==> src/rtl/voice_mix_scheduler_pkg.sv <==
// -----------------------------------------------------------------------------
// voice_mix_scheduler_pkg
// Shared constants and FSM state type for the voice mix scheduler.
//   NUM_VOICES : number of mux slots scanned per pass
//   SEL_W      : width of the external mux select
//   DATA_W     : sample width (unsigned offset-binary)
//   ACC_W      : accumulator width, holds NUM_VOICES * max sample
//   MIX_SHIFT  : fixed right shift applied to the sum (divide by 8)
// -----------------------------------------------------------------------------
package voice_mix_scheduler_pkg;

  localparam int NUM_VOICES = 8;
  localparam int SEL_W      = 3;
  localparam int DATA_W     = 8;
  localparam int ACC_W      = DATA_W + 3;
  localparam int MIX_SHIFT  = 3;

  typedef enum logic [1:0] {
    IDLE = 2'd0,
    SCAN = 2'd1,
    DONE = 2'd2
  } state_t;

endpackage

==> src/rtl/voice_mix_scheduler.sv <==
// -----------------------------------------------------------------------------
// voice_mix_scheduler
// On each sample_tick, steps the external 8:1 sample mux through all voice
// slots (one per clock), sums the enabled voices and emits the sum / 8 as one
// mixed sample with a single-cycle valid strobe.
//
// Ports:
//   clk          in   system clock, rising edge
//   rst_n        in   asynchronous active-low reset
//   sample_tick  in   one-cycle pulse that starts a mix pass
//   voice_en     in   per-slot enable, latched at the tick
//   mux_data     in   external mux output (combinational from mux_sel)
//   overrun_clr  in   synchronous clear of the overrun flag
//   mux_sel      out  select driven to the external mux
//   mix_out      out  mixed sample, held between passes
//   mix_valid    out  one-cycle pulse when mix_out updates
//   busy         out  high while a pass is in progress (SCAN or DONE)
//   overrun      out  sticky: a tick arrived while busy
// -----------------------------------------------------------------------------
module voice_mix_scheduler
  import voice_mix_scheduler_pkg::*;
(
  input  logic                  clk,
  input  logic                  rst_n,
  input  logic                  sample_tick,
  input  logic [NUM_VOICES-1:0] voice_en,
  input  logic [DATA_W-1:0]     mux_data,
  input  logic                  overrun_clr,
  output logic [SEL_W-1:0]      mux_sel,
  output logic [DATA_W-1:0]     mix_out,
  output logic                  mix_valid,
  output logic                  busy,
  output logic                  overrun
);

  state_t                r_state;
  state_t                w_next_state;
  logic [SEL_W-1:0]      r_idx;
  logic [ACC_W-1:0]      r_acc;
  logic [NUM_VOICES-1:0] r_en_q;
  logic [DATA_W-1:0]     r_mix_out;
  logic                  r_overrun;
  logic                  w_last_slot;

  assign w_last_slot = (r_idx == SEL_W'(NUM_VOICES - 1));

  // State register.
  // NOTE: sequential state uses non-blocking (<=) so every register samples
  // pre-edge values; blocking here would create order-dependent races.
  always_ff @(posedge clk or negedge rst_n) begin
    if (!rst_n) begin
      r_state <= IDLE;
    end else begin
      r_state <= w_next_state;
    end
  end

  // Next-state logic.
  // NOTE: the default assignment first means every path assigns
  // w_next_state, so no latch is inferred.
  always_comb begin
    w_next_state = r_state;
    case (r_state)
      IDLE:    if (sample_tick) w_next_state = SCAN;
      SCAN:    if (w_last_slot) w_next_state = DONE;
      DONE:    w_next_state = IDLE;
      default: w_next_state = IDLE;
    endcase
  end

  // Datapath: enable latch, slot index, accumulator and output register.
  always_ff @(posedge clk or negedge rst_n) begin
    if (!rst_n) begin
      r_idx     <= '0;
      r_acc     <= '0;
      r_en_q    <= '0;
      r_mix_out <= '0;
    end else begin
      case (r_state)
        IDLE: begin
          if (sample_tick) begin
            // Enables are frozen for the whole pass.
            r_en_q <= voice_en;
            r_acc  <= '0;
            r_idx  <= '0;
          end
        end
        SCAN: begin
          // mux_data is combinational from mux_sel, so it belongs to r_idx.
          if (r_en_q[r_idx]) begin
            r_acc <= r_acc + ACC_W'(mux_data);
          end
          if (!w_last_slot) begin
            r_idx <= r_idx + 1'b1;
          end
        end
        DONE: begin
          // Fixed divide by 8 regardless of how many voices were enabled.
          r_mix_out <= r_acc[ACC_W-1:MIX_SHIFT];
        end
        default: ;
      endcase
    end
  end

  // Sticky overrun: a new event takes priority over a same-cycle clear.
  always_ff @(posedge clk or negedge rst_n) begin
    if (!rst_n) begin
      r_overrun <= 1'b0;
    end else if (sample_tick && (r_state != IDLE)) begin
      r_overrun <= 1'b1;
    end else if (overrun_clr) begin
      r_overrun <= 1'b0;
    end
  end

  assign mux_sel   = (r_state == SCAN) ? r_idx : '0;
  assign busy      = (r_state != IDLE);
  assign mix_valid = (r_state == DONE);
  assign mix_out   = r_mix_out;
  assign overrun   = r_overrun;

endmodule

==> config.mk <==
export PLATFORM = sky130hd
export DESIGN_NAME = voice_mix_scheduler
export DESIGN_NICKNAME = d
export VERILOG_FILES = /design/src/rtl/voice_mix_scheduler_pkg.sv /design/src/rtl/voice_mix_scheduler.sv
export SDC_FILE = /design/constraint.sdc
export NUM_CORES = 1
export LEC_CHECK = 0
export ABC_AREA = 1
export CAP_MARGIN = 20
export CORE_MARGIN = 2
export CORE_UTILIZATION = 35
export CTS_CLUSTER_DIAMETER = 150
export DETAILED_ROUTE_END_ITERATION = 7
export MAX_ROUTING_LAYER = met4
export PLACE_DENSITY = 0.54
export SYNTH_ARGS = -nofsm -noshare
export SYNTH_HDL_FRONTEND = slang
export SYNTH_SLANG_ARGS = --single-unit
export TNS_END_PERCENT = 100
==> constraint.sdc <==
create_clock -name clk -period 4.75 [get_ports clk]
set_clock_uncertainty 0.05 [all_clocks]
set_input_delay 0.95 -clock clk [delete_from_list [all_inputs] [get_ports clk]]
set_output_delay 0.95 -clock clk [all_outputs]
set_load 0.01 [all_outputs]
==> flow_summary.yaml <==
setup_path:
  crit_required_ps: 3750
  worst_path_dominant_cell_family: "buffers and inverters"
  max_stage_delay_ps: 610
  worst_r2r_path_depth: 9
  regToRegSetupSlack_ps: 2970
  worstReg2RegEnd: "r_acc[8]"
  crit_buf_inv: 1
  setup.worst_path.end_class: "output port"
  worstSetupPathType: "reg2out"
  worst_ep_arrival_time_ps: 1640
  critPathLaunchType: "flip-flop"
  crit_slowest_cell: "clkdlybuf4s50_1"
  critical_path.reg2reg.startpoint: "r_acc[0]"
  timing.critical_path.fanout_max: 6
  cell_breakdown_of_the_critical_path: "nor2_1 > clkdlybuf4s50_1"
  setup.worst_path.start: "r_state[0]"
floorplanning:
  starting_utilization_of_the_core_area: 0.363
  die-height_um: 77.0
  core-area_um2: 5140
  pin_count: 34
  number_of_placement_rows: 26
  die-area_um2: 5930
  die_w_um: 77.0
status:
  run_status: "complete, no violations"
cells_and_area:
  final.fill_count: 546
  drive_above_1_share: 0.0719
  multi_input_area_um2: 913
  ff_latch_area_um2: 826
  n_antenna_cell: 0
  area_growth_syn_to_layout_pct: 27.6
  design_area_um2: 2380
  fin_nets: 308
power_and_ir_drop:
  internal_power_mw: 0.909
  p_seq_frac: 0.321
  share_comb_of_total_power: 0.501
  irDropWorstVdd_uv: 287
  power.static_leakage_nw: 1.20
  power_density_nw_per_um2: 645
  sw_frac_of_total: 0.408
  psw_mw: 0.628
  clock_power_share: 0.178
cts:
  cts_hold_repair.buffers: 0
  clock_tree.root_cell: "clkbuf_8"
  post_cts.resized_instances: 0
  cts.htree.levels: 2
  postCtsSetupRepairBufs: 0
  num_cts_buffers: 5
  cts_buffer_depth: 2
  cts_tree: "built"
  clock_pin_slew_on_the_worst_setup_and_hold_paths_ps: 70
  insertion_delay_ps: 280
  cts.sinks: 33
detailed_routing:
  post_drt_wl_per_cell_um: 11.4
  drt_wl_total_um: 3960
  route.antenna.remaining_nets: 0
  initialDrtViolationCount: 59
  vias: 1587
  drt_first_pass_iters: 4
  route.detailed.vias_per_inst: 4.56
  post-route-drc-count: 0
synth:
  yosys-top-cells-area: "dfrtp_1 44%, nand2_1 16%, ha_1 6.7%, nand3_1 6.4%, inv_1 5.0%"
  post-synth-top-area-fraction: 0.442
  synth.yosys.seq_area_share: 0.442
  synth-warning-count: 0
  synth_area_um2: 1870
  syn_area_per_cell_um2: 7.78
  synth_commonest_cells: "81 x nand2_1, 33 x dfrtp_1, 25 x inv_1, 24 x nand3_1, 21 x nor2_1"
  syn-num-nets: 271
  async_reset_ff_frac: 1.00
  postSynth.topFlopCell: "dfrtp_1"
  synth.most_common_cell: "nand2_1"
  syn-instance-count: 240
  postSynthRegisterBits: 33
  synth_enable_flop_cells: 0
  post-synth-top-area-cell: "dfrtp_1"
  synth.lib_cells_used.distinct: 22
placed_design:
  placedInstanceArea_um2: 2270
  dp_hpwl_um: 2980
  port_buffers: 33
  gp_congestion: 0.817
global_route:
  grt_pass1_vias: 1530
  grt_antenna_before_repair: 0
  grt_use_total: 0.150
  grtUsageMet2: 0.214
  maximum_number_of_pins_on_one_net_before_global_route_repair: 34
  met3_usage: 0.0341
  grt_overflow: 0
  met1_usage: 0.207
  first_pass_grt_wire_length_um: 6850
  global_route.peak_usage_layer: "met2"
job:
  timing.max_cap.violations: 0
timing:
  relSlewSlack: 0.704
  rsz0062_at_grt: "no"
  fin_setup_tns_ps: 0
  maxSlewViolCount: 0
  finalSetupViolations: 0
  final.hold.worst_slack_ps: 417
  post-route-period-util: 0.555
  hold_viol_final: 0
  max_clock_freq_mhz: 379
  worst-slew-pin-transition_ps: 439
  post-route-min-period_ps: 2640
hold_path:
  hold-path-endpoint: "mix_out[4]"
  hold-path-cell-count: 2
  hold_path_class: "reg2reg"
  min-delay-start: "mix_out[4]"
[layout by cell type (no fill, tap or decap)]
master	instances
nand3b_1	1
buf_4	1
clkbuf_8	6
nand2_1	81
bufinv_16	1
xnor2_1	1
clkbuf_1	1
inv_2	2
clkdlybuf4s50_1	33
fa_1	1
xor2_1	3
o21ai_1	3
a21oi_1	7
nand4_1	4
or2_2	2
inv_1	25
nand3_1	24
nand3_2	1
o21ai_0	10
ha_1	10
dfrtp_1	33
mux2_2	4
nand3_4	1
nor2_1	21
nand2_2	2
[per-stage QoR]
step | setup slack, ps | total power [mW] | util | instances
CTS | 2060 | 1.55 | 0.463 | 348
finish | 2110 | 1.54 | 0.463 | 348
global route | 1960 | 1.69 | 0.463 | 348
detailed placement | 1980 | 1.27 | 0.441 | 340
global placement | 2030 | 1.26 | 0.441 | 340
floorplan | 2540 | 1.03 | - | 240
[worst reg2reg max path: stages, from the launching register on]
cell	delay, ps
dfrtp_1	380
ha_1	220
fa_1	420
nand2_1	110
nand3_1	90
nand3_1	110
nand2_1	60
nand2_1	60
nand4_1	100
o21ai_1	100
[registers in the layout (all words and copies together), names as in the netlist]
register  count
r_idx         3
mix_out       8
r_acc        11
r_state       2
r_en_q        8
overrun       1
[power groups by stage]
| stage | clock network, mW | logic [mW] | registers (mW) |
|---|---|---|---|
| 3_5_place_dp | 0 | 0.774 | 0.499 |
| 3_3_place_gp | 0 | 0.768 | 0.497 |
| 6_report | 0.273 | 0.770 | 0.494 |
| 5_1_grt | 0.296 | 0.880 | 0.512 |
| 4_1_cts | 0.281 | 0.779 | 0.494 |
| 2_1_floorplan | 0 | 0.536 | 0.499 |
[cells by family (layout without fill, tap and decap cells)]
logic type	count (synthesis)	count (layout)	share of synthesized area
adders and majority gates	11	11	0.0777
DFF	33	33	0.442
AOI/OAI and AO/OA	20	20	0.0536
muxes	4	4	0.0241
xor gates and xnor gates	4	4	0.0188
buffers and inverters	31	69	0.0684
and+or+nand+nor	137	137	0.315
[worst max path at each step]
stage	end	cells after the start	slack [ps]
floorplan	r_acc[8]	8	2540
global placement	r_acc[8]	10	2030
detailed placement	r_acc[8]	10	1980
CTS	mix_valid	2	2060
global route	mix_valid	2	1960
finish	mix_valid	2	2110
[cell type report]
cell class	instances	share of cell area
flip-flops and latches	33	0.347
inverters	27	0.0425
well taps	70	0.0368
multi-input cells	176	0.383
clock buffers	7	0.0362
repair buffers	34	0.142
clock inverters	1	0.0126
[metal layers]
| layer | part of all wire | vias up |
|---|---|---|
| met1 | 0.51 | 706 |
| li1 | - | 837 |
| met3 | 0.042 | 6 |
| met5 | 0 | - |
| met4 | 0.017 | 0 |
| met2 | 0.43 | 38 |
Power figures use the tool's default switching activity.
